===== config.mk =====
export PLATFORM = sky130hd
export DESIGN_NAME = demux_stream_router
export DESIGN_NICKNAME = d
export VERILOG_FILES = /design/src/rtl/demux_pkg.sv /design/src/rtl/demux_stream_router_sat_counter.sv /design/src/rtl/demux_stream_router.sv
export SDC_FILE = /design/constraint.sdc
export NUM_CORES = 1
export LEC_CHECK = 0
export ABC_AREA = 1
export BUFFER_PORTS_ARGS = -buffer_cell sky130_fd_sc_hd__buf_2
export CAP_MARGIN = 20
export CORE_MARGIN = 3
export CORE_UTILIZATION = 36
export CTS_CLUSTER_SIZE = 10
export DETAILED_ROUTE_END_ITERATION = 10
export PLACE_DENSITY = 0.78
export SETUP_SLACK_MARGIN = 0.3
export SLEW_MARGIN = 40
export SYNTH_ARGS = -nofsm -noshare
export SYNTH_HDL_FRONTEND = slang
export SYNTH_SLANG_ARGS = --single-unit

===== constraint.sdc =====
create_clock -name clk -period 0.89 [get_ports clk]
set_input_delay 0.089 -clock clk [delete_from_list [all_inputs] [get_ports clk]]
set_output_delay 0.089 -clock clk [all_outputs]
set_load 0.05 [all_outputs]

===== src/rtl/demux_pkg.sv =====
// Shared definitions for the demux stream router.
// Provides the default data width and channel count, the drop counter width,
// and a helper that turns a channel index into a one-hot channel mask.
package demux_pkg;

  localparam int unsigned WIDTH_DEF  = 8;
  localparam int unsigned NCH_DEF    = 4;
  localparam int unsigned DROP_CNT_W = 8;

  // Widest channel mask onehot() can build; callers slice it down to NCH bits.
  localparam int unsigned MAX_NCH    = 64;

  // Channel index -> one-hot mask. An index beyond MAX_NCH yields an all-zero mask.
  function automatic logic [MAX_NCH-1:0] onehot(input int unsigned idx);
    return MAX_NCH'(1) << idx;
  endfunction

endpackage


===== src/rtl/demux_stream_router_sat_counter.sv =====
// Saturating up-counter with an increment enable.
// Ports:
//   clk   - rising-edge clock
//   rst   - asynchronous active-high reset; clears count
//   inc   - add one at the next edge unless already at the maximum value
//   count - current value; it holds at all-ones once saturated
module sat_counter #(
  parameter int unsigned W = 8
) (
  input  logic         clk,
  input  logic         rst,
  input  logic         inc,
  output logic [W-1:0] count
);

  // The increment is suppressed at all-ones so the count never wraps.
  always_ff @(posedge clk or posedge rst) begin
    if (rst) begin
      count <= '0;
    end else if (inc && (count != '1)) begin
      count <= count + W'(1);
    end
  end

endmodule


===== src/rtl/demux_stream_router.sv =====
// Registered 1-to-NCH stream demultiplexer with broadcast support.
// One beat is held at a time. Each of its destination channels is tracked in a
// pending mask, and the beat retires when the last of those channels accepts it.
// Ports:
//   clk, rst   - clock; asynchronous active-high reset
//   in_valid   - producer has a beat
//   in_ready   - a beat can be accepted this cycle (combinational on out_ready)
//   in_data    - beat payload
//   in_sel     - destination channel index
//   in_bcast   - deliver the beat to every channel; in_sel is ignored
//   out_valid  - per-channel valid (the pending mask)
//   out_ready  - per-channel ready
//   out_data   - held payload, shared by all channels
//   err_sel    - one-cycle pulse after a beat with an out-of-range select is dropped
//   drop_cnt   - saturating count of dropped beats
module demux_stream_router
  import demux_pkg::*;
#(
  parameter  int unsigned WIDTH = WIDTH_DEF,
  parameter  int unsigned NCH   = NCH_DEF,
  localparam int unsigned SELW  = $clog2(NCH)
) (
  input  logic                  clk,
  input  logic                  rst,
  input  logic                  in_valid,
  output logic                  in_ready,
  input  logic [WIDTH-1:0]      in_data,
  input  logic [SELW-1:0]       in_sel,
  input  logic                  in_bcast,
  output logic [NCH-1:0]        out_valid,
  input  logic [NCH-1:0]        out_ready,
  output logic [WIDTH-1:0]      out_data,
  output logic                  err_sel,
  output logic [DROP_CNT_W-1:0] drop_cnt
);

  logic [NCH-1:0]   pending;
  logic [NCH-1:0]   pending_nxt_c;
  logic [WIDTH-1:0] data_q;
  logic [WIDTH-1:0] data_nxt_c;
  logic             err_q;
  logic             accept_c;
  logic             sel_ok_c;
  logic             drop_c;

  // Ready when every channel still owed the held beat completes this cycle.
  // This is also true when nothing is held, so a new beat enters with no bubble.
  assign in_ready = ((pending & ~out_ready) == '0);
  assign accept_c = in_valid & in_ready;

  // A select value is out of range only when NCH is not a power of two.
  assign sel_ok_c = in_bcast | (32'(in_sel) < NCH);
  assign drop_c   = accept_c & ~sel_ok_c;

  // Next mask and payload. When a beat is accepted, every old pending bit has
  // completed, so the new mask simply replaces the old one.
  always_comb begin
    pending_nxt_c = pending & ~out_ready;
    data_nxt_c    = data_q;
    if (accept_c) begin
      if (in_bcast) begin
        pending_nxt_c = '1;
        data_nxt_c    = in_data;
      end else if (sel_ok_c) begin
        pending_nxt_c = NCH'(onehot(32'(in_sel)));
        data_nxt_c    = in_data;
      end else begin
        pending_nxt_c = '0;
      end
    end
  end

  // Holding register and error pulse. Reset discards a held beat immediately.
  always_ff @(posedge clk or posedge rst) begin
    if (rst) begin
      pending <= '0;
      data_q  <= '0;
      err_q   <= 1'b0;
    end else begin
      pending <= pending_nxt_c;
      data_q  <= data_nxt_c;
      err_q   <= drop_c;
    end
  end

  sat_counter #(
    .W (DROP_CNT_W)
  ) u_drop_cnt (
    .clk   (clk),
    .rst   (rst),
    .inc   (drop_c),
    .count (drop_cnt)
  );

  assign out_valid = pending;
  assign out_data  = data_q;
  assign err_sel   = err_q;

endmodule


==> results.yml <==
synthesis:
  synth_xor_area_share_pct: 0
  synth_area_um2: 616
  synth_fa_ha_area_share_pct: 0
  synth_top_family_by_area: "simple AND/OR/NAND/NOR gates"
  synth_compound_area_share_pct: 3.25
  syn_area_per_cell_um2: 8.10
  ys_types: 11
  synth_warnings: 0
  yosys.area_share.simple_pct: 28.9
  postSynthCellCount: 76
  synth_mux_area_share_pct: 0
  synth_seq_cells: 12
  yosysSeqAreaShare_pct: 48.8
outcome:
  status: "finished, violations left"
  violations: "hold timing, setup timing"
global_routing:
  grt_max_degree: 14
  antenna_found_initial: 0
  overflow: 0
  grt_pass1_wl_um: 2190
  grt_pass1_vias: 535
  track_usage_pct: 14.1
setup_path:
  path_class: "flip-flop to output port"
  critPathLaunchType: "flip-flop"
  required_ns: 0.80
  critPathCaptureType: "output port"
  arrival_ns: 1.11
  crit_fanout: 2
routing:
  drt-total-wl_um: 1430
  ant_nets: 0
  avgViaCountPerCell: 4.48
  vias: 592
  drc: 0
  dr.pass1.iters: 4
  wl_per_cell_um: 10.8
  drt-initial-drc-count: 10
placement:
  place_hpwl_um: 1050
  gp_routability_congestion: 0.621
  dp.cells: 122
  numPortBuffers: 30
power_and_ir_drop:
  p_comb_share_pct: 57.9
  vdd_drop_max_v: 0.00190
  internal_power_mw: 1.48
  p_clk_share_pct: 12.3
  p_seq_share_pct: 29.7
  p_per_area_mw_per_mm2: 3010
  p_switching_mw: 1.32
  p_sw_share_pct: 47.2
  power.leakage_nw: 0.546
clock_tree:
  clk-insertion-delay-late_ns: 0.27
  path_clk_slew_ns: 0.07
  clockBufferDepth: 2
  cts_tree: "built"
  htreeDepth: 1
  cts_buffers: 3
  cts_sinks: 12
  root_buffer: "clkbuf_4"
sta:
  rsz0062_at_grt: "yes"
  setup_ws_ns: -0.308
  period_share_pct: 135
  min_period_ns: 1.20
  final_max_slew_viol_count: 0
  hold_slack_ns: -0.195
  final-setup-viol-count: 25
  finClkSkew_ns: 0.00596
  hold_viol: 12
  fmax_ghz: 0.835
finish:
  area_growth_pct: 51.0
  drive_above_1_share_pct: 49.1
  n_antenna_cell: 0
  nets: 135
  stdcell_count: 132
floorplan:
  fp.dieW_um: 47.4
  core-area_mm2: 0.00156
  die_area_mm2: 0.00224
  die_h_um: 47.4
  initial_core_util_pct: 39.5
  ios: 40
  rows: 14
worst_hold_path:
  hold_class: "primary input to asynchronous set/reset pin"
job:
  drv_cap: 0
==> what timing repair did <==
action | CTS | global route
cloned | 0 | 0
endpoints found under the setup margin | 25 | 25
hold endpoints to repair | 12 | 12
buffers inserted | 2 | 4
gates resized for setup | 24 | 4
pin swaps | 2 | 3
==> cells by family (layout without fill, tap and decap cells) <==
kind of cell,Yosys count,count (layout)
flops,12,12
other cells,1,9
buf+inv,19,51
compound gates,4,4
simple gates,40,40
==> synth_stat cells <==
cell type  instances  area (µm²)
inv_1              8        30.0
nand3_1           12        60.1
nor2_4             1        11.3
nand2_1           25        93.8
conb_1             1        3.75
nand2_2            2        12.5
o21ai_0            4        20.0
buf_2              1        5.00
buf_6              1        11.3
dfrtp_1           12         300
buf_4              9        67.6
==> worst paths after layout <==
check / from / endpoint / depth (start not counted) / slack, ns
max reg2reg: out_valid[3] / out_valid[3] / 7 / -0.27
min: rst / out_valid[0] / 2 / -0.19
min reg2reg: out_data[7] / out_data[7] / 2 / 0.49
min in group clk: in_data[2] / out_data[2] / 3 / 0.04
max in group asynchronous: rst / out_valid[3] / 2 / 0.75
max: out_valid[3] / in_ready / 4 / -0.31
==> state kept, by name, summed over array words and instances, names as in the netlist <==
signal     cells
out_data       8
out_valid      4
==> placed cells by master, fill, tap and decap left out <==
cell,netlist,final
buf_6,1,12
inv_1,8,8
nand2_1,25,20
buf_4,9,10
nand2_4,0,1
clkbuf_4,0,3
dfrtp_1,12,5
nor2_4,1,1
nand2_2,2,6
buf_2,1,17
clkbuf_1,0,1
dfrtp_2,0,7
conb_1,1,9
nand3_1,12,12
o21ai_0,4,4
==> worst max-delay path, cell delays in order, from the launching register on <==
cell and delay, ns:
dfrtp_2 0.41, nand2_2 0.07, nand2_2 0.07, nor2_4 0.13, buf_6 0.17
==> stage by stage <==
step | setup TNS (ns) | area, µm² | worst slack, ns | total power, mW | utilization [%]
after floorplan | -3.78 | 676 | -0.304 | 1.86 | -
after global placement | -1.54 | 776 | -0.135 | 2.07 | 49.8
after detailed placement | -1.82 | 776 | -0.160 | 2.09 | 49.8
after CTS | -3.93 | 895 | -0.320 | 2.73 | 57.4
after global routing | -5.15 | 930 | -0.356 | 2.94 | 59.6
final | -3.96 | 930 | -0.308 | 2.79 | 59.6
==> cell type report <==
class / count / area (µm²)
tap: 16 / 20.0
multi-input combinational: 53 / 249
clock buffer: 4 / 26.3
inverter: 8 / 30.0
fill: 147 / 629
timing repair buffer: 39 / 295
sequential: 12 / 309
==> layer usage <==
metal / vias up / routed length [µm] / share of wire, % / track usage, %
li1: 296 / - / - / -
met1: 270 / 564 / 40 / 15.1
met2: 24 / 727 / 51 / 24.9
met3: 2 / 130 / 9.1 / 6.90
met4: 0 / 4 / 0.28 / 3.31
met5: - / 0 / 0 / 0
==> power groups by stage <==
stage | logic (mW) | registers, mW | clock network, mW
5_1_grt | 1.71 | 0.846 | 0.380
6_report | 1.62 | 0.830 | 0.345
3_3_place_gp | 1.27 | 0.803 | 0
4_1_cts | 1.54 | 0.833 | 0.358
3_5_place_dp | 1.28 | 0.807 | 0
2_1_floorplan | 0.473 | 1.38 | 0
(Power assumes the default switching activity.)
